`config.mk`:
```
export PLATFORM = sky130hd
export DESIGN_NAME = poly_sched_flat
export DESIGN_NICKNAME = d
export VERILOG_FILES = /design/src/rtl/poly_pkg.sv /design/src/rtl/poly_sched_if.sv /design/src/rtl/poly_sched_dly.sv /design/src/rtl/poly_sched.sv /design/src/flat_wrapper.sv
export SDC_FILE = /design/constraint.sdc
export NUM_CORES = 1
export LEC_CHECK = 0
export ABC_AREA = 1
export CAP_MARGIN = 25
export CORE_MARGIN = 3
export CORE_UTILIZATION = 28
export CTS_CLUSTER_DIAMETER = 30
export DETAILED_ROUTE_END_ITERATION = 12
export GPL_TIMING_DRIVEN = 0
export PLACE_DENSITY_LB_ADDON = 0.1
export SLEW_MARGIN = 20
export SYNTH_ARGS = -nofsm -noshare
export SYNTH_HDL_FRONTEND = slang
export SYNTH_SLANG_ARGS = --single-unit
```
`constraint.sdc`:
```
create_clock -name clk -period 1.75 [get_ports clk]
set_clock_uncertainty 0.1 [all_clocks]
set_input_delay 0.525 -clock clk [delete_from_list [all_inputs] [get_ports clk]]
set_output_delay 0.525 -clock clk [all_outputs]
set_load 0.01 [all_outputs]
```
`src/rtl/poly_pkg.sv`:
```
// Shared definitions for the polynomial sequencer: mode codes, butterfly
// select codes and FSM state encodings.
package poly_pkg;

  typedef enum logic [1:0] {
    M_DATAIN = 2'd0,
    M_NTT    = 2'd1,
    M_INTT   = 2'd2,
    M_BYPASS = 2'd3
  } mode_e;

  typedef enum logic [1:0] {
    BS_NTT    = 2'd0,
    BS_INTT   = 2'd1,
    BS_BYPASS = 2'd2
  } bsel_e;

  typedef enum logic [2:0] {
    S_IDLE  = 3'd0,
    S_LOAD  = 3'd1,
    S_ISSUE = 3'd2,
    S_DRAIN = 3'd3,
    S_FIN   = 3'd4
  } state_e;

  // Butterfly select driven for a given job mode (DATAIN never uses it).
  function automatic bsel_e mode_to_bsel(input mode_e m);
    case (m)
      M_INTT:   return BS_INTT;
      M_BYPASS: return BS_BYPASS;
      default:  return BS_NTT;
    endcase
  endfunction

endpackage

```
`src/rtl/poly_sched_if.sv`:
```
// Command and datapath-control bundle of the polynomial sequencer.
// master = sequencer side, slave = datapath / command issuer side.
interface poly_sched_if #(
  parameter int ADDWID  = 5,
  parameter int ROMAWID = 7
) ();

  logic [1:0]         mode;
  logic               run;
  logic               abort;
  logic               data_vld;
  logic [ADDWID-1:0]  ram_ra;
  logic [ADDWID-1:0]  ram_wa;
  logic               ram_we;
  logic               ram_wsel;
  logic [ROMAWID-1:0] rom_addr;
  logic [1:0]         but_sel;
  logic               busy;
  logic               done;

  modport master (
    input  mode, run, abort, data_vld,
    output ram_ra, ram_wa, ram_we, ram_wsel, rom_addr, but_sel, busy, done
  );

  modport slave (
    output mode, run, abort, data_vld,
    input  ram_ra, ram_wa, ram_we, ram_wsel, rom_addr, but_sel, busy, done
  );

endinterface

```
`src/rtl/poly_sched_dly.sv`:
```
// Write-back delay line: carries (valid, addr) of each issued read for LAT
// cycles so the butterfly result is written to the word it was read from.
// i_flush empties the line on the next edge.
module poly_sched_dly #(
  parameter int LAT = 6,
  parameter int AW  = 5
) (
  input  logic          clk,
  input  logic          rst,
  input  logic          i_flush,
  input  logic          i_vld,
  input  logic [AW-1:0] i_addr,
  output logic          o_vld,
  output logic [AW-1:0] o_addr
);

  logic [LAT-1:0] r_vld;
  logic [AW-1:0]  r_addr [LAT];

  // Valid bits shift each cycle; cleared by reset or flush.
  always_ff @(posedge clk or negedge rst) begin
    if (!rst) begin
      r_vld <= '0;
    end else if (i_flush) begin
      r_vld <= '0;
    end else begin
      r_vld[0] <= i_vld;
      for (int i = 1; i < LAT; i++) r_vld[i] <= r_vld[i-1];
    end
  end

  // Address payload shifts alongside the valid bits.
  // NOTE: the address array is never consumed without its valid bit, so it is deliberately left unreset.
  always_ff @(posedge clk) begin
    r_addr[0] <= i_addr;
    for (int i = 1; i < LAT; i++) r_addr[i] <= r_addr[i-1];
  end

  assign o_vld  = r_vld[LAT-1];
  assign o_addr = r_addr[LAT-1];

endmodule

```
`src/rtl/poly_sched.sv`:
```
// Polynomial datapath sequencer: data load, multi-pass NTT/INTT and bypass
// jobs, driving RAM/ROM addresses and butterfly select with write-back
// latency compensation.
// Optional feature: define POLY_SCHED_PERF_EN to add the perf_cyc busy-cycle
// counter output (latched at done, saturating at 16'hFFFF).
module poly_sched
  import poly_pkg::*;
#(
  parameter int ADDWID   = 5,
  parameter int NPASS    = 3,
  parameter int PIPE_LAT = 6,
  parameter int ROMAWID  = 7
) (
  input  logic          clk,
  input  logic          rst,
  poly_sched_if.master  bus
`ifdef POLY_SCHED_PERF_EN
  ,
  output logic [15:0]   perf_cyc
`endif
);

  localparam int PWID = (NPASS > 1) ? $clog2(NPASS) : 1;
  localparam logic [ADDWID-1:0] LAST_WORD = {ADDWID{1'b1}};

  state_e            r_state, w_next;
  mode_e             r_mode;
  logic [ADDWID-1:0] r_word;
  logic [ADDWID-1:0] r_beat;
  logic [PWID-1:0]   r_pass;

  logic              w_start;
  logic              w_last_pass;
  logic              w_last_write;
  logic              w_dly_vld;
  logic [ADDWID-1:0] w_dly_addr;

  // abort beats run when both arrive in IDLE.
  assign w_start      = (r_state == S_IDLE) && bus.run && !bus.abort;
  assign w_last_pass  = (r_mode == M_BYPASS) || (r_pass == PWID'(NPASS - 1));
  assign w_last_write = w_dly_vld && (w_dly_addr == LAST_WORD);

  poly_sched_dly #(
    .LAT (PIPE_LAT),
    .AW  (ADDWID)
  ) u_dly (
    .clk     (clk),
    .rst     (rst),
    .i_flush (bus.abort),
    .i_vld   (r_state == S_ISSUE),
    .i_addr  (r_word),
    .o_vld   (w_dly_vld),
    .o_addr  (w_dly_addr)
  );

  // State register.
  always_ff @(posedge clk or negedge rst) begin
    if (!rst) r_state <= S_IDLE;
    else      r_state <= w_next;
  end

  // Next-state logic; DRAIN leaves on the last delayed write of the pass.
  // NOTE: combinational blocks use blocking '=' and assign a default first, so no latch is inferred.
  always_comb begin
    w_next = r_state;
    if (bus.abort) begin
      w_next = S_IDLE;
    end else begin
      case (r_state)
        S_IDLE:  if (bus.run) w_next = (mode_e'(bus.mode) == M_DATAIN) ? S_LOAD : S_ISSUE;
        S_LOAD:  if (bus.data_vld && (r_beat == LAST_WORD)) w_next = S_FIN;
        S_ISSUE: if (r_word == LAST_WORD) w_next = S_DRAIN;
        S_DRAIN: if (w_last_write) w_next = w_last_pass ? S_FIN : S_ISSUE;
        S_FIN:   w_next = S_IDLE;
        default: w_next = S_IDLE;
      endcase
    end
  end

  // Mode latch plus word, beat and pass counters (all wrap at their natural width).
  // NOTE: sequential state is updated only with non-blocking '<=' so every flop samples pre-edge values.
  always_ff @(posedge clk or negedge rst) begin
    if (!rst) begin
      r_mode <= M_DATAIN;
      r_word <= '0;
      r_beat <= '0;
      r_pass <= '0;
    end else if (bus.abort) begin
      r_word <= '0;
      r_beat <= '0;
      r_pass <= '0;
    end else begin
      if (w_start) begin
        r_mode <= mode_e'(bus.mode);
        r_word <= '0;
        r_beat <= '0;
        r_pass <= '0;
      end
      if (r_state == S_ISSUE) r_word <= r_word + ADDWID'(1);
      if ((r_state == S_LOAD) && bus.data_vld) r_beat <= r_beat + ADDWID'(1);
      if ((r_state == S_DRAIN) && w_last_write && !w_last_pass) r_pass <= r_pass + PWID'(1);
    end
  end

  // Output decode from state, counters and the delay-line head.
  always_comb begin
    bus.ram_ra   = '0;
    bus.ram_wa   = '0;
    bus.ram_we   = 1'b0;
    bus.ram_wsel = 1'b0;
    bus.rom_addr = '0;
    bus.but_sel  = BS_NTT;
    bus.busy     = (r_state != S_IDLE);
    bus.done     = (r_state == S_FIN);
    if (r_state != S_IDLE) bus.but_sel = mode_to_bsel(r_mode);
    if (r_state == S_ISSUE) begin
      bus.ram_ra   = r_word;
      bus.rom_addr = ROMAWID'({r_pass, r_word});
    end
    if ((r_state == S_LOAD) && bus.data_vld) begin
      bus.ram_we = 1'b1;
      bus.ram_wa = r_beat;
    end else if (w_dly_vld) begin
      bus.ram_we   = 1'b1;
      bus.ram_wsel = 1'b1;
      bus.ram_wa   = w_dly_addr;
    end
  end

`ifdef POLY_SCHED_PERF_EN
  logic [15:0] r_perf;

  // Busy-cycle counter: cleared on start, frozen from FIN until the next start.
  always_ff @(posedge clk or negedge rst) begin
    if (!rst) begin
      r_perf <= '0;
    end else if (w_start) begin
      r_perf <= '0;
    end else if ((r_state != S_IDLE) && (r_state != S_FIN) && (r_perf != 16'hFFFF)) begin
      r_perf <= r_perf + 16'd1;
    end
  end

  assign perf_cyc = r_perf;
`endif

endmodule

```
`src/flat_wrapper.sv`:
```
// flat-port wrapper written by rule: the top's interface ports become plain ports
module poly_sched_flat import poly_pkg::*;
#(
  parameter int ADDWID   = 5,
  parameter int NPASS    = 3,
  parameter int PIPE_LAT = 6,
  parameter int ROMAWID  = 7
)
  (clk, rst, bus_mode, bus_run, bus_abort, bus_data_vld, bus_ram_ra, bus_ram_wa, bus_ram_we, bus_ram_wsel, bus_rom_addr, bus_but_sel, bus_busy, bus_done);
  poly_sched_if #(.ADDWID(ADDWID), .ROMAWID(ROMAWID)) bus_i ();
  input  logic clk;
  input  logic rst;
  input wire logic [$bits(bus_i.mode)-1:0] bus_mode;
  input wire logic [$bits(bus_i.run)-1:0] bus_run;
  input wire logic [$bits(bus_i.abort)-1:0] bus_abort;
  input wire logic [$bits(bus_i.data_vld)-1:0] bus_data_vld;
  output wire logic [$bits(bus_i.ram_ra)-1:0] bus_ram_ra;
  output wire logic [$bits(bus_i.ram_wa)-1:0] bus_ram_wa;
  output wire logic [$bits(bus_i.ram_we)-1:0] bus_ram_we;
  output wire logic [$bits(bus_i.ram_wsel)-1:0] bus_ram_wsel;
  output wire logic [$bits(bus_i.rom_addr)-1:0] bus_rom_addr;
  output wire logic [$bits(bus_i.but_sel)-1:0] bus_but_sel;
  output wire logic [$bits(bus_i.busy)-1:0] bus_busy;
  output wire logic [$bits(bus_i.done)-1:0] bus_done;
  assign bus_i.mode = bus_mode;
  assign bus_i.run = bus_run;
  assign bus_i.abort = bus_abort;
  assign bus_i.data_vld = bus_data_vld;
  assign bus_ram_ra = bus_i.ram_ra;
  assign bus_ram_wa = bus_i.ram_wa;
  assign bus_ram_we = bus_i.ram_we;
  assign bus_ram_wsel = bus_i.ram_wsel;
  assign bus_rom_addr = bus_i.rom_addr;
  assign bus_but_sel = bus_i.but_sel;
  assign bus_busy = bus_i.busy;
  assign bus_done = bus_i.done;
  poly_sched #(.ADDWID(ADDWID), .NPASS(NPASS), .PIPE_LAT(PIPE_LAT), .ROMAWID(ROMAWID)) u_core (.clk(clk), .rst(rst), .bus(bus_i));
endmodule
```
==> flow_metrics.tcl <==
set metrics [dict create \
    crit_type "flip-flop to output port" \
    path_max_fanout 5 \
    hpwl_um 2620 \
    synth_area_leaders "dfxtp_1 30%, dfrtp_1 28%, nand2_1 8.7%" \
    crit_arrival_ns 1.46 \
    rows 30 \
    setup_viol 23 \
    fin_crit_sh_pct 119.4 \
    r2r_start "u_core.r_state[1]$_DFFE_PN0P_" \
    post_synth.cell_area_avg_um2 9.236 \
    drive_above_1_share_pct 39.86 \
    port_buffers 28 \
    routabilityCongestion 0.7474 \
    power_frac_comb_pct 33.6 \
    post-route-util_pct 40.42 \
    route.met2.wl_um 1718 \
    required_ns 1.12 \
    drc 0 \
    grt.overflow.total 0 \
    cts_made_buffers 5 \
    place_inst 344 \
    postRouteAntennaNets 0 \
    layout_min_cycle_time_ns 2.090 \
    clock_path_buffers 2 \
    ys_warn_count 0 \
    tritoncts "yes" \
    wl_per_cell_um 10.40 \
    holdBufCountCts 0 \
    grt_pass1_wl_um 6755 \
    design.core.area_um2 6907 \
    finalWirelength_um 3867 \
    switchingPower_mw 1.111 \
    async_flop_share_pct 43.40 \
    antenna_found_initial 0 \
    p_leak_nw 1.266 \
    wl_met1_um 1889 \
    maxCapViolCount 0 \
    rrSetupSlack_ns 0.06 \
    vias_per_cell 3.989 \
    slew_violations 0 \
    grt_max_degree 24 \
    layout_setup_ws_ns -0.3395 \
    met3RoutedLength_um 236 \
    syn-num-nets 232 \
    crit_path_start_kind "flip-flop" \
    synth_area_leader_cell "dfxtp_1" \
    grt_setup_unrepaired "yes" \
    timing.slew.headroom_pct 60.46 \
    root_buffer "clkbuf_8" \
    slowest_delay_ns 0.42 \
    clock-sinks 53 \
    synth_edf_count 0 \
    failed_checks "negative setup slack" \
    grt_pass1_vias 1474 \
    via_count 1484 \
    die_w_um 91.19 \
    diodes 0 \
    first_iter_violations 31 \
    peakVddDrop_v 0.0005128 \
    pin_count 30 \
    crit_top_cell "buf_6" \
    areaGrowthSynthToFinish_pct 37.38 \
    synthCells 220 \
    die_h_um 91.19 \
    drtPass1Iterations 4 \
    worstReg2RegEnd "u_core.r_beat[2]$_DFFE_PN0P_" \
    ys_ff_latch 53 \
    fin_cells 372 \
    status "complete, but fails checks" \
    die_area_um2 8315 \
    top_layer_used "met4" \
    p_clk_share_pct 22.5 \
    hold_path.class "input port to async pin" \
    ys_types 27 \
    grtUsageTotal_pct 10.17 \
    seq_power_share_pct 44.0 \
    worstMarginPinSlew_ns 0.5930 \
    final_net_count 287 \
    hold_viol 0 \
    cpMaxStageDelayCell "dfrtp_2" \
    synth_top_area_share_pct 29.56 \
    initial_core_util_pct 29.42 \
    ys_seq_area_share_pct 57.88 \
    cts.clk_slew.worst_paths_ns 0.10 \
    insertion_delay_ns 0.31 \
    synth_ff_type "dfxtp_1" \
    internal_power_mw 2.182 \
    max_freq_mhz 478.6 \
    sw_frac_of_total_pct 33.75 \
    cts-htree-levels 2 \
    end_kind "output port" \
    ff2ff_path_depth 10 \
    power_density_nw_per_um2 1180 \
    path_cells "buf_6, inv_4, nor2_4, nand2_8, nor2_4, buf_6, buf_6" \
    syn_area_um2 2032 \
    tns_ns -6.503 \
]
-- sequential cells by signal, indices dropped and copies added (netlist names) --
signal               count
u_core.u_dly.r_addr     30
u_core.r_mode            2
u_core.u_dly.r_vld       6
u_core.r_beat            5
u_core.r_pass            2
u_core.r_word            5
u_core.r_state           3
-- timing repair --
action                                  CTS  global route
gates cloned                              1             0
pin swaps                                14            14
endpoints found under the setup margin   23            27
endpoints found under the hold margin     0             0
buffers inserted                         12             8
gates resized for setup                 135            24
-- power groups by stage --
stage	clock [mW]	combinational, mW	sequential (mW)
finish	0.739	1.11	1.45
global route	0.815	1.22	1.46
CTS	0.774	0.945	1.45
detailed placement	0	0.689	1.48
global placement	0	0.696	1.48
floorplan	0	0.481	1.46
-- placed cells by master, fill, tap and decap left out, types with 4 or more instances in the layout --
| cell type | count |
|---|---|
| nand3_1 | 8 |
| o21ai_1 | 5 |
| buf_2 | 17 |
| nand2_2 | 7 |
| nand2_1 | 39 |
| dfrtp_1 | 21 |
| inv_1 | 26 |
| nor2_1 | 19 |
| nor2_4 | 10 |
| buf_4 | 14 |
| clkbuf_8 | 5 |
| o21ai_2 | 10 |
| dfxtp_1 | 30 |
| buf_6 | 20 |
| nand2_4 | 4 |
| inv_2 | 4 |
-- routing by layer --
| metal | up-vias | global-route usage [%] |
|---|---|---|
| met1 | 665 | 13.30 |
| met3 | 2 | 2.983 |
| met5 | - | 0 |
| li1 | 785 | - |
| met4 | 0 | 4.020 |
| met2 | 32 | 15.76 |
-- cell type report --
type | count | area [um2]
Tap cell | 96 | 120.1
Clock inverter | 3 | 28.78
Fill cell | 714 | 4115
Timing Repair Buffer | 48 | 379.1
Sequential cell | 53 | 1179
Clock buffer | 5 | 68.82
Multi-Input combinational cell | 127 | 812.0
Inverter | 33 | 128.9
Buffer | 7 | 75.07
-- synth_stat cells, types with 3 or more instances --
| library cell | instances |
|---|---|
| ha_1 | 5 |
| inv_1 | 30 |
| nor3_1 | 3 |
| o21ai_0 | 7 |
| o21ai_2 | 6 |
| buf_4 | 6 |
| nand2_1 | 47 |
| nor2_2 | 3 |
| nor2_1 | 26 |
| dfxtp_1 | 30 |
| dfrtp_1 | 23 |
| o21ai_1 | 4 |
| nor2_4 | 3 |
| nand3_1 | 8 |
| nand3_2 | 3 |
-- cell families (layout without fill, tap and decap cells) --
logic type	count (synthesis)	after routing	share of synthesized area, %
AO/OA/AOI/OAI	21	21	6.835
XOR/XNOR	1	1	0.4311
adder cells (fa/ha/maj)	5	5	3.079
buffers and inverters	41	96	9.421
flip-flops	53	53	57.88
AND/OR/NAND/NOR	99	100	22.35
-- critical path: cells and delay by family (launching register included) --
family	cells	cell delay (ns)
flip-flops	1	0.42
buffers and inverters	4	0.33
AND/OR/NAND/NOR	3	0.40
-- metrics by stage --
stage | power [mW] | setup slack [ns] | cell area [um2] | hold WS [ns]
after CTS | 3.165 | -0.3932 | 2659 | 0.1212
after detailed placement | 2.170 | -0.9559 | 2435 | 0.2121
final | 3.293 | -0.3395 | 2791 | 0.1099
after floorplan | 1.939 | -0.05437 | 2039 | 0.1294
after global routing | 3.495 | -0.4328 | 2791 | 0.1509
after global placement | 2.177 | -0.9437 | 2440 | 0.2112
-- worst max-delay path by stage --
stage,start,end,slack (ns),cells past startpoint
after floorplan,u_core.r_state[1]$_DFFE_PN0P_,bus_rom_addr[3],-0.05,6
after global placement,bus_data_vld,bus_ram_wa[3],-0.94,7
after detailed placement,bus_data_vld,bus_ram_wa[3],-0.96,7
after CTS,u_core.r_state[1]$_DFFE_PN0P_,bus_rom_addr[2],-0.39,7
after global routing,u_core.r_state[1]$_DFFE_PN0P_,bus_rom_addr[4],-0.43,7
final,u_core.r_state[1]$_DFFE_PN0P_,bus_rom_addr[3],-0.34,7
Note: power is estimated with default switching activity, not from simulation.
